**src/rtl/arb_defs_pkg.sv**
```systemverilog
// Shared constants and helpers for the register-bank write arbiter.
// Optional stall-cycle counter is enabled by defining ARB_STALL_CNT_EN.
package arb_defs_pkg;

    localparam int unsigned ARB_NREQ      = 4;
    localparam int unsigned ARB_AW        = 3;
    localparam int unsigned ARB_DW        = 8;
    localparam int unsigned STALL_CNT_W   = 16;
    localparam logic [STALL_CNT_W-1:0] STALL_CNT_MAX = 16'hFFFF;

    // Lowest bit position of element idx in a flattened bus of width-w elements.
    function automatic int unsigned slice_lo(input int unsigned idx, input int unsigned w);
        return idx * w;
    endfunction

endpackage

```
**src/rtl/reg_write_arbiter_rr_pick.sv**
```systemverilog
// Combinational rotating-priority search: first set Req bit at or after Ptr wins.
// Stall suppresses every grant.
module rr_pick
    import arb_defs_pkg::*;
#(
    parameter int unsigned NREQ = ARB_NREQ,
    parameter int unsigned IW   = 2
) (
    input  logic [NREQ-1:0] Req,
    input  logic [IW-1:0]   Ptr,
    input  logic            Stall,
    output logic [NREQ-1:0] Gnt,
    output logic [IW-1:0]   Idx,
    output logic            Found
);

    int unsigned pos;

    always_comb begin
        Gnt   = '0;
        Idx   = '0;
        Found = 1'b0;
        pos   = 0;
        if (!Stall) begin
            for (int unsigned k = 0; k < NREQ; k++) begin
                pos = (32'(Ptr) + k) % NREQ;
                if (!Found && Req[pos]) begin
                    Found    = 1'b1;
                    Idx      = IW'(pos);
                    Gnt[pos] = 1'b1;
                end
            end
        end
    end

endmodule

```
**src/rtl/reg_write_arbiter.sv**
```systemverilog
// Round-robin arbiter for the single register-bank write port, with registered output.
// Define ARB_STALL_CNT_EN to build the saturating stall-cycle counter.
module reg_write_arbiter
    import arb_defs_pkg::*;
#(
    parameter int unsigned NREQ = ARB_NREQ,
    parameter int unsigned AW   = ARB_AW,
    parameter int unsigned DW   = ARB_DW,
    parameter int unsigned IW   = 2
) (
    input  logic                   Clk,
    input  logic                   Rst_n,
    input  logic [NREQ-1:0]        Req,
    input  logic [NREQ*AW-1:0]     WrAddrIn,
    input  logic [NREQ*DW-1:0]     WrDataIn,
    input  logic                   Stall,
    output logic [NREQ-1:0]        Gnt,
    output logic                   WrEn,
    output logic [AW-1:0]          WrAddr,
    output logic [DW-1:0]          WrData,
    output logic [IW-1:0]          WrSrc,
    output logic [STALL_CNT_W-1:0] StallCnt
);

    logic [IW-1:0]   ptr;
    logic [IW-1:0]   win;
    logic            found;
    logic [NREQ-1:0] pick_gnt;
    logic [IW-1:0]   ptr_nxt;

    rr_pick #(
        .NREQ (NREQ),
        .IW   (IW)
    ) u_pick (
        .Req   (Req),
        .Ptr   (ptr),
        .Stall (Stall),
        .Gnt   (pick_gnt),
        .Idx   (win),
        .Found (found)
    );

    // Reset must also silence the combinational grant, not just the registers.
    assign Gnt = Rst_n ? pick_gnt : '0;

    always_comb begin
        ptr_nxt = '0;
        if (win != IW'(NREQ - 1))
            ptr_nxt = win + 1'b1;
    end

    always_ff @(posedge Clk or negedge Rst_n) begin
        if (!Rst_n) begin
            ptr    <= '0;
            WrEn   <= 1'b0;
            WrAddr <= '0;
            WrData <= '0;
            WrSrc  <= '0;
        end else begin
            WrEn <= found;
            if (found) begin
                ptr    <= ptr_nxt;
                WrAddr <= WrAddrIn[slice_lo(32'(win), AW) +: AW];
                WrData <= WrDataIn[slice_lo(32'(win), DW) +: DW];
                WrSrc  <= win;
            end
        end
    end

`ifdef ARB_STALL_CNT_EN
    logic [STALL_CNT_W-1:0] stall_cnt;

    always_ff @(posedge Clk or negedge Rst_n) begin
        if (!Rst_n)
            stall_cnt <= '0;
        else if (Stall && (|Req) && (stall_cnt != STALL_CNT_MAX))
            stall_cnt <= stall_cnt + 1'b1;
    end

    assign StallCnt = stall_cnt;
`else
    assign StallCnt = '0;
`endif

endmodule
```
**config.mk**
```make
export PLATFORM = sky130hd
export DESIGN_NAME = reg_write_arbiter
export DESIGN_NICKNAME = d
export VERILOG_FILES = /design/src/rtl/arb_defs_pkg.sv /design/src/rtl/reg_write_arbiter_rr_pick.sv /design/src/rtl/reg_write_arbiter.sv
export SDC_FILE = /design/constraint.sdc
export NUM_CORES = 1
export LEC_CHECK = 0
export BUFFER_PORTS_ARGS = -buffer_cell sky130_fd_sc_hd__buf_4
export CAP_MARGIN = 20
export CORE_MARGIN = 4
export CORE_UTILIZATION = 45
export CTS_CLUSTER_DIAMETER = 100
export DETAILED_ROUTE_END_ITERATION = 8
export PLACE_DENSITY = 0.82
export REMOVE_ABC_BUFFERS = 1
export SLEW_MARGIN = 10
export SYNTH_ARGS = -nofsm -noshare
export SYNTH_HDL_FRONTEND = slang
export SYNTH_SLANG_ARGS = --single-unit
```
**constraint.sdc**
```tcl
create_clock -name Clk -period 3.85 [get_ports Clk]
set_clock_uncertainty 0.2 [all_clocks]
set_input_delay 0.1925 -clock Clk [delete_from_list [all_inputs] [get_ports Clk]]
set_output_delay 0.1925 -clock Clk [all_outputs]
set_load 0.05 [all_outputs]
```
# Word level (Yosys, flattened, before mapping)
# Index checks and enable logic that the tools add are counted.
# W data, S select, Z words.
# op_classes
addsub,4
mul,1
order_cmp,8
eq_ne,1
shift,2
muxes,39
bitwise,3
n_reduce_logical,10
# op_table
operator,count
$mux W4,9
$shiftx A32 B6 Y8,1
$mux W1,16
$lt A2 B3 Y1 const B,4
$mux W2,6
$or A4 B4 Y4,3
$shiftx A12 B5 Y3,1
$bmux W1 S2,4
$demux W1 S2,4
$ge A2 B1 Y1 const B,4
$logic_and A1 B1 Y1,7
$add A2 B1 Y2 const B,2
$add A2 B2 Y2 const B,2
$mul A2 B2 Y4 const B,1
$logic_not A1 Y1,3
$ne A2 B2 Y1 const B,1
# word_totals
reg_bits,16
in_bits,51
out_inout_bits,34
word_cells,73

# Longest topological paths before layout
# Gate-level depths: netlist of the first run.
# depth
word_depth,18
depth_mapped,10
mapped_depth_nobuf,8

# By module
# A second synthesis of the first run with hierarchy kept.
# unflattened
cells_unflattened,185
area_unflattened_um2,1756.7
# by_module_without_submodules
module,n_inst,cells_each,area_per_inst_um2,seq_area_each_um2
reg_write_arbiter,1,96,1082.3,400.4
rr_pick,1,89,674.4,0.0

# Worst setup path after synthesis of the first run
# No wires, ideal clock.
# synth_path
kind,register -> output
start,reg ptr[0]
end,out Gnt[0]
arrival_time_ns,2.613
t_required_ns,3.457
slack_ns,0.844
path_stages_with_launch,10
n_path_buf,1
path_cell_list,dfrtp_1 > buf_4 > inv_2 > ha_1 > mux4_2 > nor2b_4 > a22oi_1 > nor2_1 > a221oi_1 > nor2_1
# synth_between
elab_chain_cells,17
elab_cells_between_ends,55
classes_between,add/sub (3); order compare (8); mux (31); bitwise (3); reduce/logical (10)
# synth_rtl
element,line,source
from (decl),reg_write_arbiter.sv:25,logic [IW-1:0] ptr;
from (signal assigned),reg_write_arbiter.sv:62,ptr <= ptr_nxt;
branches (longest 14 deep; another with $lt A2 B3 Y1),n/a,
$mux W4 *,reg_write_arbiter_rr_pick.sv:27,if (!Found && Req[pos]) begin
$mux W4 *,reg_write_arbiter_rr_pick.sv:24,if (!Stall) begin
$mux W4 *,reg_write_arbiter.sv:44,assign Gnt = Rst_n ? pick_gnt : '0;
to (decl),reg_write_arbiter.sv:17,"output logic [NREQ-1:0] Gnt,"
# Mark *: on every way between the ends. The select of a mux whose other input is x is not followed.

# Worst setup path after layout of the first run
# layout_path
start,reg ptr[1]
end,reg WrData[5]
# layout_between
elab_chain_cells,17
elab_cells_between_ends,31
classes_between,add/sub (3); shift (1); mux (21); reduce/logical (6)
# layout_rtl
element,line,source
$bmux W1 S2,reg_write_arbiter_rr_pick.sv:27,
$mux W1 (not written as such),reg_write_arbiter_rr_pick.sv:27,
$mux W1,reg_write_arbiter_rr_pick.sv:27,
$mux W1,reg_write_arbiter_rr_pick.sv:24,
$logic_not A1 Y1,reg_write_arbiter_rr_pick.sv:27,
$logic_and A1 B1 Y1,reg_write_arbiter_rr_pick.sv:27,
$mux W1,reg_write_arbiter_rr_pick.sv:27,
$mux W1,reg_write_arbiter_rr_pick.sv:24,
$logic_not A1 Y1,reg_write_arbiter_rr_pick.sv:27,
$logic_and A1 B1 Y1,reg_write_arbiter_rr_pick.sv:27,
$mux W1,reg_write_arbiter_rr_pick.sv:27,
$mux W1,reg_write_arbiter_rr_pick.sv:24,
$logic_not A1 Y1,reg_write_arbiter_rr_pick.sv:27,
$logic_and A1 B1 Y1,reg_write_arbiter_rr_pick.sv:27,
$mux W2,reg_write_arbiter_rr_pick.sv:27,
$mux W2,reg_write_arbiter_rr_pick.sv:24,
$shiftx A32 B6 Y8,reg_write_arbiter.sv:64,"WrData <= WrDataIn[slice_lo(32'(win), DW) +: DW];"
to (signal assigned),reg_write_arbiter.sv:64,
to (decl),reg_write_arbiter.sv:20,"output logic [DW-1:0] WrData,"
# Parallel ways exist; a longest one is shown, timed or not. The select of a mux whose other input is x is not followed.
# A chain may end at the register's enable or synchronous reset.

==> metrics.txt, run 1 <==
status=finished with violations; failing checks=negative hold slack; ANT nets after route=0; Ports=85; top-count cell post-synth=mux2i_1; CTS tree=yes; Final Slew Violations=0; Post-Synth Simple-Gate Area=15.9%; Adder-Cell Fraction of Synth Area=6.38%; post-placement cell area=2040 um^2; met3 Resource Use GR=4.72%; largest family of logic cells by synthesized area=compound AO/OA/AOI/OAI gates; post-DP HPWL=3120 um; Fmax=0.306 GHz; largest net degree at the start of global routing=23; total CTS buffers=3; DR pass1 iterations=4; area of the die=4500 um^2; Crit Path Category=reg2reg; worst slew pin tran=0.762 ns; Tmin final=3.27 ns; DRT iter0 DRCs=55; CTS max path bufs=2; clk_lat worst skew=0.27 ns; post-synthesis mux area share=18.1%; Worst path max stage delay=0.61 ns; Final Wtd Congestion=0.777; XOR/XNOR Fraction of Synth Area=1.67%; max_slew headroom=49.0%; clock power share=6.5%; post-CTS sizing=0; Root Buffer=clkbuf_4; GR peak layer=met2; max-cap check violation count=0; hold_ws=-0.00547 ns; core box area=3360 um^2; vias=1484; Async SR Flop Fraction=100%; Crit. End Element=flip-flop; Worst Hold Class=in2reg; first-pass GRT wire length=6570 um; ys flop type=dfrtp_1; number of diodes=0; Area contributors post-synth=dfrtp_1 26%, mux2i_1 12%, buf_4 8.1%; #FFs+latches synth=16; RSZ-0062 raised after global routing=false; Tcrit/Tclk final=85.0%; clock slew at reported path FFs=0.10 ns; worst vdd ir=467 uV; Net Sw Frac=53.1%; clock sink count=16; initial antenna violation count=0; vias in the first global route=1425; total grt overflow=0; share of layout cells above drive strength 1=37.4%; CP cell instances=inv_1, ha_1, mux4_2, nor2b_4, nor2_4, o21ai_4, mux2i_1, a221oi_1; Reg power frac=18.0%; Comb pwr share=75.6%; Seq/Total Area, Yosys=25.5%; P_sw=0.923 mW; Critical Path AT=3.26 ns; final setup fails=0; worst-path fanout max=22; Synth Area in Compound Gates=20.3%; area share of the largest cell type after synthesis=25.5%; Mapped Cells=168; area grow syn2layout=32.9%; GR met2 Demand/Resource=30.2%; final instance area=2080 um^2; Port Buf Inserts=68; Initial Util=46.7%; slowest CP cell=o21ai_4; post-synth top area cell=dfrtp_1; Nets=295; Syn Area/Cell=9.34 um^2; row cnt=21; Horiz. Die Dim=67.1 um; Yosys warning total=0; TNS Setup=0 ns; Fin. Hold Viols=1; crit path launch type=flip-flop; wire per inst=14.1 um; Critical Path RT=3.84 ns; Vert. Die Dim=67.1 um; CTS H-tree depth=1; leakage power=0.965 nW; vias per std cell=5.28; total power=1.74 mW; Synth top cells by count=19 x mux2i_1, 18 x nor2_1, 17 x buf_4; Routed Wire Length=3970 um; EDFF count, synth=0; Pwr Density=833 nW/um^2; Cell variety after synth=41; Mapped Area=1570 um^2; grt met1 use=24.7%; Int Pwr=0.814 mW; DRC=0; Total GRT Usage=18.5%
==> sequential cells by signal, summed over array words and instances (netlist names) <==
signal  count
WrData      8
WrAddr      3
WrSrc       2
ptr         2
WrEn        1
==> metal layers <==
layer,vias up,share of wire [%]
li1,727,-
met1,695,44
met2,60,47
met3,2,8.7
met4,0,0.50
met5,-,0
==> final cells by class <==
class / count / area, um^2
Clock buffer: 4 / 36.3
Fill cell: 307 / 1280
Inverter: 4 / 15.0
Multi-Input combinational cell: 140 / 1040
Sequential cell: 16 / 400
Tap cell: 46 / 57.6
Timing Repair Buffer: 71 / 536
==> layout by cell type (no fill, tap or decap), types with 5 or more instances in the layout <==
master / n
or2_2: 5
ha_1: 8
nor2_1: 18
buf_4: 70
mux2i_1: 19
a221oi_1: 9
nand2_1: 8
nor3b_1: 5
a211oi_1: 6
conb_1: 16
o32ai_1: 5
a21oi_1: 9
dfrtp_1: 16
==> path summary, 6_finish.rpt <==
path	from	endpoint	slack, ns	cells past startpoint
max in group asynchronous	Rst_n	ptr[1]	3.15	2
worst min register to register	WrSrc[1]	WrSrc[1]	0.30	2
worst min-delay path	WrDataIn[23]	WrData[7]	-0.005	3
worst max-delay path	ptr[1]	WrData[5]	0.58	8
worst max register to register	ptr[1]	WrData[5]	0.58	8
min in group asynchronous	Rst_n	WrData[7]	0.11	2
==> stage by stage <==
stage               hold slack, ns  setup WS, ns  cells  utilization, %
floorplan                   -0.303         0.706    160               -
global placement            -0.137         0.711    276            60.6
detailed placement          -0.131         0.559    276            60.6
CTS                       0.000144         0.542    281            62.0
global route                0.0215         0.285    281            62.0
finish                    -0.00547         0.577    281            62.0
==> critical path: cells and delay by family, from the launching register on <==
| kind | cells | cell delay (ns) |
|---|---|---|
| compound gates | 2 | 0.91 |
| mux | 2 | 0.61 |
| flops | 1 | 0.58 |
| fa+ha+maj | 1 | 0.42 |
| simple gates | 2 | 0.29 |
| buf+inv | 1 | 0.18 |
==> power groups by stage <==
stage	Clock (mW)	Combinational, mW	Sequential, mW
6_report	0.112	1.31	0.312
5_1_grt	0.121	1.42	0.325
4_1_cts	0.112	1.32	0.313
3_5_place_dp	0	1.32	0.313
3_3_place_gp	0	1.30	0.312
2_1_floorplan	0	0.744	0.556
==> cells by family after synthesis <==
family	Yosys count
AOI/OAI and AO/OA	43
and+or+nand+nor	47
other	1
xor gates and xnor gates	3
buffers and inverters	27
muxes	23
DFF	16
adders and majority gates	8
==> repair_timing <==
| action | in CTS | in global routing |
|---|---|---|
| buffers inserted | 0 | 0 |
| hold buffers | 1 | 0 |
| hold endpoints to repair | 16 | 0 |
Power figures use the tool's default switching activity.
==> run 2, diff against run 1 <==
- REMOVE_ABC_BUFFERS: 1 -> not set
- TNS_END_PERCENT: not set -> 5
==> metrics.txt, run 2 (synthesis results as in run 1) <==
status=complete, no violations; commonest non-fill, non-tap cell in the layout=buf_4; worst vdd ir=504 uV (+8.0%); row cnt=21 (unchanged); Worst path max stage delay=0.61 ns (about the same); worst reg-to-reg path cell count=10 (+2); Net Sw Frac=52.9% (-0.24 points); Top Registers=WrData x8, WrAddr x3; Worst setup startpoint=ptr[1]; first-pass GRT wire length=6510 um (-0.84%); grt met1 use=23.6% (-1.2 points); leakage power=0.978 nW (+1.4%); core box area=3360 um^2 (unchanged); Pwr Density=834 nW/um^2 (+0.12%); Biggest register=WrData; fill cell count=307 (unchanged); DRC=0 (unchanged); Tcrit/Tclk final=92.5% (+7.5 points); post-DP HPWL=3230 um (+3.4%); Comb pwr share=75.7% (about the same); max_slew headroom=55.7% (+6.6 points); DRT iter0 DRCs=102 (+85%); Total GRT Usage=18.6% (+0.064 points); GR met2 Demand/Resource=31.2% (+0.98 points); CTS tree=yes; Fin. Hold Viols=0 (-1); total grt overflow=0 (unchanged); Vert. Die Dim=67.1 um (unchanged); Ports=85 (unchanged); ANT nets after route=0 (unchanged); largest net degree at the start of global routing=23 (unchanged); Tmin final=3.56 ns (+0.289 ns); share of layout cells above drive strength 1=37.4% (-0.052 points); worst-path fanout max=22 (unchanged); Fmax=0.281 GHz (-8.1%); CTS H-tree depth=1 (unchanged); crit path launch type=flip-flop; number of diodes=0 (unchanged); total power=1.76 mW (+1.4%); Hold Crit Start=WrDataIn[18]; Initial Util=46.7% (unchanged); CP cell instances=inv_1, ha_1, mux4_2, nor2b_4, nor2_4, o21ai_4, buf_4, mux2i_1, dlygate4sd3_1, o32ai_1; Horiz. Die Dim=67.1 um (unchanged); DR pass1 iterations=4 (unchanged); Crit Path Category=reg2reg; RSZ-0062 raised after global routing=false; Nets=298 (+1.0%); final worst slack=0.289 ns (-0.289 ns); vias in the first global route=1424 (-0.070%); clock power share=6.4% (about the same); Port Buf Inserts=68 (unchanged); clock sink count=16 (unchanged); worst slew pin tran=0.661 ns (-0.101 ns); GR peak layer=met2; Final Slew Violations=0 (unchanged); initial antenna violation count=0 (unchanged); Final Wtd Congestion=0.785 (+0.98%); area grow syn2layout=34.6%; Place WS=0.764 ns (+0.205 ns); met3 Resource Use GR=5.23% (+0.51 points); P_sw=0.932 mW (+0.99%); TNS Setup=0 ns (unchanged); Critical Path RT=3.80 ns (-0.04 ns); number of flip-flops in the largest register=8 (unchanged); Critical Path AT=3.51 ns (+0.25 ns); Root Buffer=clkbuf_4; total CTS buffers=3 (unchanged); Hold Crit Depth=3 (unchanged); wire per inst=14.5 um (+2.5%); CTS max path bufs=2 (unchanged); Worst Hold Class=in2reg; slowest CP cell=dfrtp_1; Int Pwr=0.830 mW (+2.0%); most frequent cells in the layout=71 x buf_4, 19 x mux2i_1, 18 x nor2_1, 16 x dfrtp_1, 16 x conb_1; max-cap check violation count=0 (unchanged); worst reg2reg path startpoint=ptr[1]; area of the die=4500 um^2 (unchanged); Crit. End Element=flip-flop; Reg power frac=17.9% (about the same); Setup Buffers After CTS=0 (unchanged); vias per std cell=5.31 (+0.54%); Routed Wire Length=4110 um (+3.6%); clk_lat worst skew=0.29 ns (+0.02 ns); final setup fails=0 (unchanged); clock slew at reported path FFs=0.11 ns (about the same); vias=1508 (+1.6%)
## run 2: cell count changes in the layout (fill, tap and decap cells not counted)
cell | before | now
dlygate4sd3_1 | 1 | 3
buf_4 | 70 | 71
## run 2: metal layers
| layer | share of wire, % | vias to the layer above |
|---|---|---|
| met2 | 51 | 61 |
| met3 | 8.4 | 6 |
| li1 | - | 736 |
| met5 | 0 | - |
| met4 | 1.5 | 0 |
| met1 | 39 | 705 |
## run 2: worst max-delay path, delay by kind of cell (launching register included)
family                   cells  cell delay, ns
adder cells (fa/ha/maj)      1            0.43
AO/OA/AOI/OAI                2            0.19
flip-flops                   1            0.61
multiplexers                 2            0.64
buffers and inverters        3            1.04
AND/OR/NAND/NOR              2            0.29
## run 2: path summary, 6_finish.rpt
kind / to / slack, ns
setup / recovery: WrData[3] / 0.29
hold / removal: WrData[2] / 0.01
setup reg to reg: WrData[3] / 0.29
hold reg to reg: WrData[1] / 0.31
max in group asynchronous: WrAddr[2] / 3.14
min in group asynchronous: WrData[6] / 0.10
## run 2: power groups by stage
stage                     Combinational (mW)  Clock, mW  Sequential (mW)
final                                   1.33      0.113            0.315
after global routing                    1.43      0.126            0.325
after CTS                               1.33      0.116            0.314
after detailed placement                1.32          0            0.316
after global placement                  1.30          0            0.315
after floorplan                        0.843          0            0.533
## run 2: final cells by class
class,count,area [um^2],area share [%]
Tap cell,46,57.6,2.73
Clock buffer,4,36.3,1.72
Inverter,4,15.0,0.711
Timing Repair Buffer,74,563,26.7
Sequential cell,16,400,19.0
Multi-Input combinational cell,140,1040,49.2
## run 2: stage by stage
step / util, % / area [um^2] / std cells / hold WS, ns
global route: 62.8 / 2110 / 284 / 0.00956
floorplan: - / 1630 / 183 / -0.303
global placement: 60.8 / 2050 / 277 / -0.132
CTS: 62.8 / 2110 / 284 / 0.00505
detailed placement: 60.8 / 2050 / 277 / -0.127
finish: 62.8 / 2110 / 284 / 0.0123
## run 2: what timing repair did
action | 4_1_cts | 5_1_grt
gates resized for setup | 0 | 0
hold buffers | 3 | 0
endpoints found under the hold margin | 17 | 0
setup endpoints to repair | 0 | 0
